<file path="config.mk">
export PLATFORM = sky130hd
export DESIGN_NAME = fetch_ctrl
export DESIGN_NICKNAME = d
export VERILOG_FILES = /design/src/rtl/fetch_ctrl.sv
export SDC_FILE = /design/constraint.sdc
export NUM_CORES = 1
export LEC_CHECK = 0
export CAP_MARGIN = 20
export CORE_UTILIZATION = 50
export DETAILED_ROUTE_END_ITERATION = 6
export PLACE_DENSITY = 0.83
export SETUP_SLACK_MARGIN = 0.5
export SYNTH_ARGS = -nofsm -noshare
export SYNTH_HDL_FRONTEND = slang
export SYNTH_SLANG_ARGS = --single-unit
</file>
<file path="constraint.sdc">
create_clock -name clk -period 2.55 [get_ports clk]
set_input_delay 0.51 -clock clk [delete_from_list [all_inputs] [get_ports clk]]
set_output_delay 0.51 -clock clk [all_outputs]
set_load 0.02 [all_outputs]
</file>
<file path="src/rtl/fetch_ctrl.sv">
// Instruction-fetch controller: PC sequencing, prefetch queue,
// redirect flush and sticky out-of-range / misaligned fetch fault.
module fetch_ctrl #(
  parameter logic [31:0] RESET_PC  = 32'h0000_0000,
  parameter int          MEM_WORDS = 64,
  parameter int          QDEPTH    = 4
) (
  input  logic        clk,
  input  logic        rst,
  input  logic        fetch_en,
  output logic [31:0] imem_addr,
  input  logic [31:0] imem_data,
  output logic        if_valid,
  output logic [31:0] if_inst,
  output logic [31:0] if_pc,
  input  logic        if_ready,
  input  logic        redirect,
  input  logic [31:0] redirect_pc,
  output logic        fault
);

  localparam int PW = $clog2(QDEPTH);
  localparam logic [PW:0] QFULL = (PW+1)'(QDEPTH);

  logic [31:0]   fpc;
  logic [31:0]   q_pc   [QDEPTH];
  logic [31:0]   q_inst [QDEPTH];
  logic [PW-1:0] rd_ptr;
  logic [PW-1:0] wr_ptr;
  logic [PW:0]   count;

  logic legal;
  logic pop;
  logic attempt;
  logic push;

  assign imem_addr = {2'b00, fpc[31:2]};
  assign legal     = (fpc[1:0] == 2'b00) &&
                     (imem_addr < 32'(MEM_WORDS));
  assign if_valid  = (count != '0);
  assign if_pc     = q_pc[rd_ptr];
  assign if_inst   = q_inst[rd_ptr];
  assign pop       = if_valid & if_ready;
  assign attempt   = fetch_en & ~redirect & ~fault;
  assign push      = attempt & legal &
                     ((count != QFULL) | pop);

  // PC, queue and fault state; redirect flushes and wins
  always_ff @(posedge clk or negedge rst) begin
    if (!rst) begin
      fpc    <= RESET_PC;
      rd_ptr <= '0;
      wr_ptr <= '0;
      count  <= '0;
      fault  <= 1'b0;
      for (int i = 0; i < QDEPTH; i++) begin
        q_pc[i]   <= '0;
        q_inst[i] <= '0;
      end
    end else if (redirect) begin
      fpc    <= redirect_pc;
      rd_ptr <= '0;
      wr_ptr <= '0;
      count  <= '0;
      fault  <= 1'b0;
    end else begin
      if (push) begin
        q_pc[wr_ptr]   <= fpc;
        q_inst[wr_ptr] <= imem_data;
        wr_ptr         <= wr_ptr + 1'b1;
        fpc            <= fpc + 32'd4;
      end
      if (pop)
        rd_ptr <= rd_ptr + 1'b1;
      unique case ({push, pop})
        2'b10:   count <= count + 1'b1;
        2'b01:   count <= count - 1'b1;
        default: count <= count;
      endcase
      if (attempt && !legal)
        fault <= 1'b1;
    end
  end

endmodule

</file>
==> summary by stage <==
Route
The length of the first detailed-routing pass in iterations is 6. The total routed wirelength is between 30000 and 40000 microns. The total via count after detailed routing is around 8000. The ratio of routed vias to standard cells is around 5.4. The average routed wire per standard cell is between 20 and 25 microns.

Once detail routing completed, the nets flagged for antenna violations numbered 0. In this run, the number of DRC markers left after iteration 0 of detailed routing was ~410. After detailed routing, the number of remaining DRC violations is 22.

Placed design
The placer congestion estimate is 0.760. The worst setup slack after placement is -0.166 ns. The HPWL after detailed placement is 16900 microns. During placement, the flow inserted port buffers numbering ~160.

Worst setup path
The top fanout value on the critical path is 7. The startpoint type of the worst setup path is a flip-flop. The buffers plus inverters on the worst setup path is 3. The cell with the most instances on the worst path is sky130_fd_sc_hd__buf_6. STA puts the critical path data arrival time at between 2 and 2.5 ns. The slowest cell on the critical path is sky130_fd_sc_hd__mux4_2. The worst endpoint required time is roughly 2.0 ns. The startpoint of the lowest-slack register-to-register path is fpc[20]$_DFFE_PN0N_.

The critical setup path kind is reg2out. The largest single stage delay on the critical path is about 0.57 ns. The family with the most delay on the worst path is multiplexers. The worst setup path is captured at an output port. Traced cell by cell, the critical path runs through buf_6 -> buf_16 -> mux4_2 -> buf_6. The source of the critical timing path is rd_ptr[0]$_DFFE_PN0P_.

Synth
The library cell occupying the most area in the post-synthesis netlist is sky130_fd_sc_hd__dfrtp_1. After technology mapping, the gate count stands at 818. Of the post-synthesis cell area, the dominant cell type holds 0.555. Each instance of the synthesized netlist takes up on average approximately 16 sq um. The post-synthesis register bit count is slightly below 300. The prevailing post-synth register cell is sky130_fd_sc_hd__dfrtp_1. The Yosys step of the flow raised 0 warnings. Of the synthesized area, sequential elements account for 0.555. After synthesis, the share of flip-flops with an asynchronous set or reset is 1.00. By area the synthesized netlist is led by sky130_fd_sc_hd__dfrtp_1, sky130_fd_sc_hd__mux2_4, sky130_fd_sc_hd__mux4_2. The area of the mapped netlist is between 10000 and 15000 sq um. The synthesized design contains 0 enable-type register cells.

The netlist uses between 40 and 50 different library cells.

Die
The initial core utilization is 0.511. The number of rows in the core area is 59. The area of the placeable core is between 20000 and 30000 sq um.

From left edge to right edge, the die measures roughly 170 microns. The total die area is 27400 sq um. The die extent in y is between 150 and 200 microns. During I/O placement, the number of pins put on the boundary was about 170.

Clock tree
TritonCTS built the clock tree. The number of clock sinks is approximately 300. The maximum level of the CTS H-tree is 1. In this run the clock root is driven by a sky130_fd_sc_hd__clkbuf_16. Clock-pin slew was measured on the worst setup and hold paths at ~0.06 ns. The latest clock arrival within the worst-skew pair is around 0.56 ns.

The maximum root-to-sink buffer count is 3. The total CTS buffers is 31.

Timing
The transition at the pin with the smallest max-transition slack is between 0.6 and 0.7 ns. After layout, the worst setup slack is -0.0500 ns. The total count of max-transition violations in the final report is 0. The number of hold-slack violations in the final timing report is 0. Of the available clock period, the critical path in the final layout requires 1.02.

Setup repair after global routing could not meet its margin everywhere. The setup TNS is -0.343 ns. For the finished layout, the period the worst path requires is 2.60 ns.

Based on the critical path, the design can be clocked at up to 385 MHz. The final worst clock skew is roughly 0.016 ns. Headroom to the max-slew limit came out at 0.564. Setup violations remaining at the end of the flow were counted as 22.

Min path
The type of the most critical hold path is in2async.

GRT
The wire length of the first global-routing pass is 49800 microns. The overall global routing resource usage is 0.239. The initial antenna violation count came to 0. The pin count of the biggest net entering global routing is 75. The number of global-route vias before repair is between 8000 and 9000. The overall overflow remaining after global route is 0.

Cells and area
The number of antenna cells inserted is 0. Counting the fill cells in the layout gives approximately 1500. The multi-input combinational cells in the finished layout cover a total of roughly 5800 sq um. The final-stage net count is around 1200. The total area of sequential cells is between 7000 and 8000 sq um. In the final layout, the share of cells above drive strength 1 is 0.538. The growth of design area from synthesis to finish is 42.0%.

Status
The final reports fail on design-rule violations, negative setup slack. The flow ran to the end, but the final reports show violations.

Pwr
The ratio of total power to cell area is approximately 600 nW/um^2. The worst ir drop on vdd is between 0.7 and 0.8 mV. In this run the static leakage power is about 8.9 nW.

Flow run
The number of max-cap violations is 0.
==> metrics by stage <==
| step | cell area [sq um] | hold WS [ns] | power, mW | util | std cells |
|---|---|---|---|---|---|
| after floorplan | 13400 | 0.214 | 5.78 | - | 819 |
| after global placement | 15300 | 0.474 | 6.29 | 0.585 | 1281 |
| after detailed placement | 15300 | 0.481 | 6.31 | 0.585 | 1281 |
| after CTS | 17900 | 0.500 | 11.6 | 0.683 | 1423 |
| after global routing | 19000 | 0.511 | 12.1 | 0.726 | 1457 |
| final | 19000 | 0.499 | 11.6 | 0.726 | 1457 |
==> power breakdown <==
part	internal (mW)	switching, mW	leakage [nW]
clock network	2.85	1.96	0.518
registers	4.78	0.103	4.06
logic	1.08	0.876	4.35
total	8.70	2.94	8.93
==> what timing repair did <==
item / CTS / global route
resized for setup: 401 / 226
setup buffers: 61 / 31
endpoints found under the hold margin: 66 / 0
gates cloned: 23 / 3
pin swaps: 8 / 9
endpoints found under the setup margin: 359 / 358
hold buffers: 1 / 0
==> area by class of cell <==
| cell class | instances | area share |
|---|---|---|
| Tap cell | 335 | 0.0221 |
| Clock buffer | 39 | 0.0462 |
| Clock inverter | 18 | 0.0120 |
| Inverter | 6 | 0.00119 |
| Timing Repair Buffer | 327 | 0.224 |
| Multi-Input combinational cell | 436 | 0.304 |
| Sequential cell | 296 | 0.391 |
==> routing by layer <==
metal	vias to the layer above	track usage	routed length, microns
li1	3455	-	-
met1	4168	0.333	14300
met2	204	0.395	16400
met3	46	0.0455	1700
met4	0	0.0450	569
met5	-	0	0
==> path summary, 6_finish.rpt <==
check                                           to  slack [ns]  cells past startpoint
min in group clk              q_pc[12]$_DFFE_PN0P_        0.50                      1
hold / removal             q_inst[106]$_DFFE_PN0P_        0.50                      2
max in group asynchronous  q_inst[117]$_DFFE_PN0P_        1.22                      3
hold reg to reg               q_pc[12]$_DFFE_PN0P_        0.50                      1
setup reg to reg           q_inst[117]$_DFFE_PN0P_        0.03                     10
setup / recovery                         if_pc[20]       -0.05                      4
==> cell usage after synthesis, types with 2 or more instances <==
cell / instances
sky130_fd_sc_hd__dfrtp_1: 296
sky130_fd_sc_hd__mux2_4: 136
sky130_fd_sc_hd__nor2b_1: 104
sky130_fd_sc_hd__mux4_2: 64
sky130_fd_sc_hd__mux2_2: 42
sky130_fd_sc_hd__buf_4: 32
sky130_fd_sc_hd__buf_2: 13
sky130_fd_sc_hd__buf_12: 12
sky130_fd_sc_hd__nand2_1: 10
sky130_fd_sc_hd__buf_6: 9
sky130_fd_sc_hd__nor2_1: 9
sky130_fd_sc_hd__nor4_1: 9
sky130_fd_sc_hd__clkbuf_1: 8
sky130_fd_sc_hd__buf_1: 7
sky130_fd_sc_hd__inv_1: 6
sky130_fd_sc_hd__o21ai_0: 6
sky130_fd_sc_hd__ha_1: 5
sky130_fd_sc_hd__and2_4: 4
sky130_fd_sc_hd__nand3_1: 4
sky130_fd_sc_hd__nor3_1: 4
sky130_fd_sc_hd__a21oi_1: 3
sky130_fd_sc_hd__and3_1: 3
sky130_fd_sc_hd__nand4_1: 3
sky130_fd_sc_hd__a221o_1: 2
sky130_fd_sc_hd__a22oi_1: 2
sky130_fd_sc_hd__a31oi_1: 2
sky130_fd_sc_hd__or3_1: 2
sky130_fd_sc_hd__xor2_1: 2
==> cells by family (layout without fill, tap and decap cells) <==
group | count (synthesis) | after routing | synth area share
adders and majority gates | 6 | 6 | 0.00619
other | 1 | 2 | 0.000281
xor gates and xnor gates | 3 | 3 | 0.00197
buffers and inverters | 87 | 390 | 0.0544
muxes | 243 | 243 | 0.297
AOI/OAI and AO/OA | 22 | 22 | 0.0112
DFF | 296 | 296 | 0.555
and+or+nand+nor | 160 | 160 | 0.0740
==> worst reg2reg max path, cell delays in order (launching register included) <==
cell	delay [ns]
sky130_fd_sc_hd__dfrtp_1	0.39
sky130_fd_sc_hd__nor4_2	0.27
sky130_fd_sc_hd__buf_4	0.17
sky130_fd_sc_hd__nand4_1	0.22
sky130_fd_sc_hd__nor3_4	0.30
sky130_fd_sc_hd__buf_4	0.15
sky130_fd_sc_hd__and2_4	0.23
sky130_fd_sc_hd__buf_12	0.15
sky130_fd_sc_hd__buf_6	0.10
sky130_fd_sc_hd__buf_12	0.12
sky130_fd_sc_hd__mux2_4	0.30
==> registers in the layout (all words and copies together), names as in the netlist <==
name	count
count	3
fault	1
fpc	32
q_inst	128
q_pc	128
rd_ptr	2
wr_ptr	2
==> layout by cell type, fill, tap and decap left out, types with 14 or more instances in the layout <==
master	netlist	layout
sky130_fd_sc_hd__nor2b_4	0	43
sky130_fd_sc_hd__buf_12	12	39
sky130_fd_sc_hd__clkdlybuf4s50_1	0	66
sky130_fd_sc_hd__mux4_2	64	64
sky130_fd_sc_hd__dfrtp_1	296	291
sky130_fd_sc_hd__mux2_2	42	26
sky130_fd_sc_hd__dlymetal6s2s_1	0	27
sky130_fd_sc_hd__buf_4	32	34
sky130_fd_sc_hd__buf_16	0	25
sky130_fd_sc_hd__nor2b_1	104	60
sky130_fd_sc_hd__buf_2	13	14
sky130_fd_sc_hd__buf_6	9	102
sky130_fd_sc_hd__clkbuf_16	0	34
sky130_fd_sc_hd__mux2_4	136	152
(Power assumes the default switching activity.)
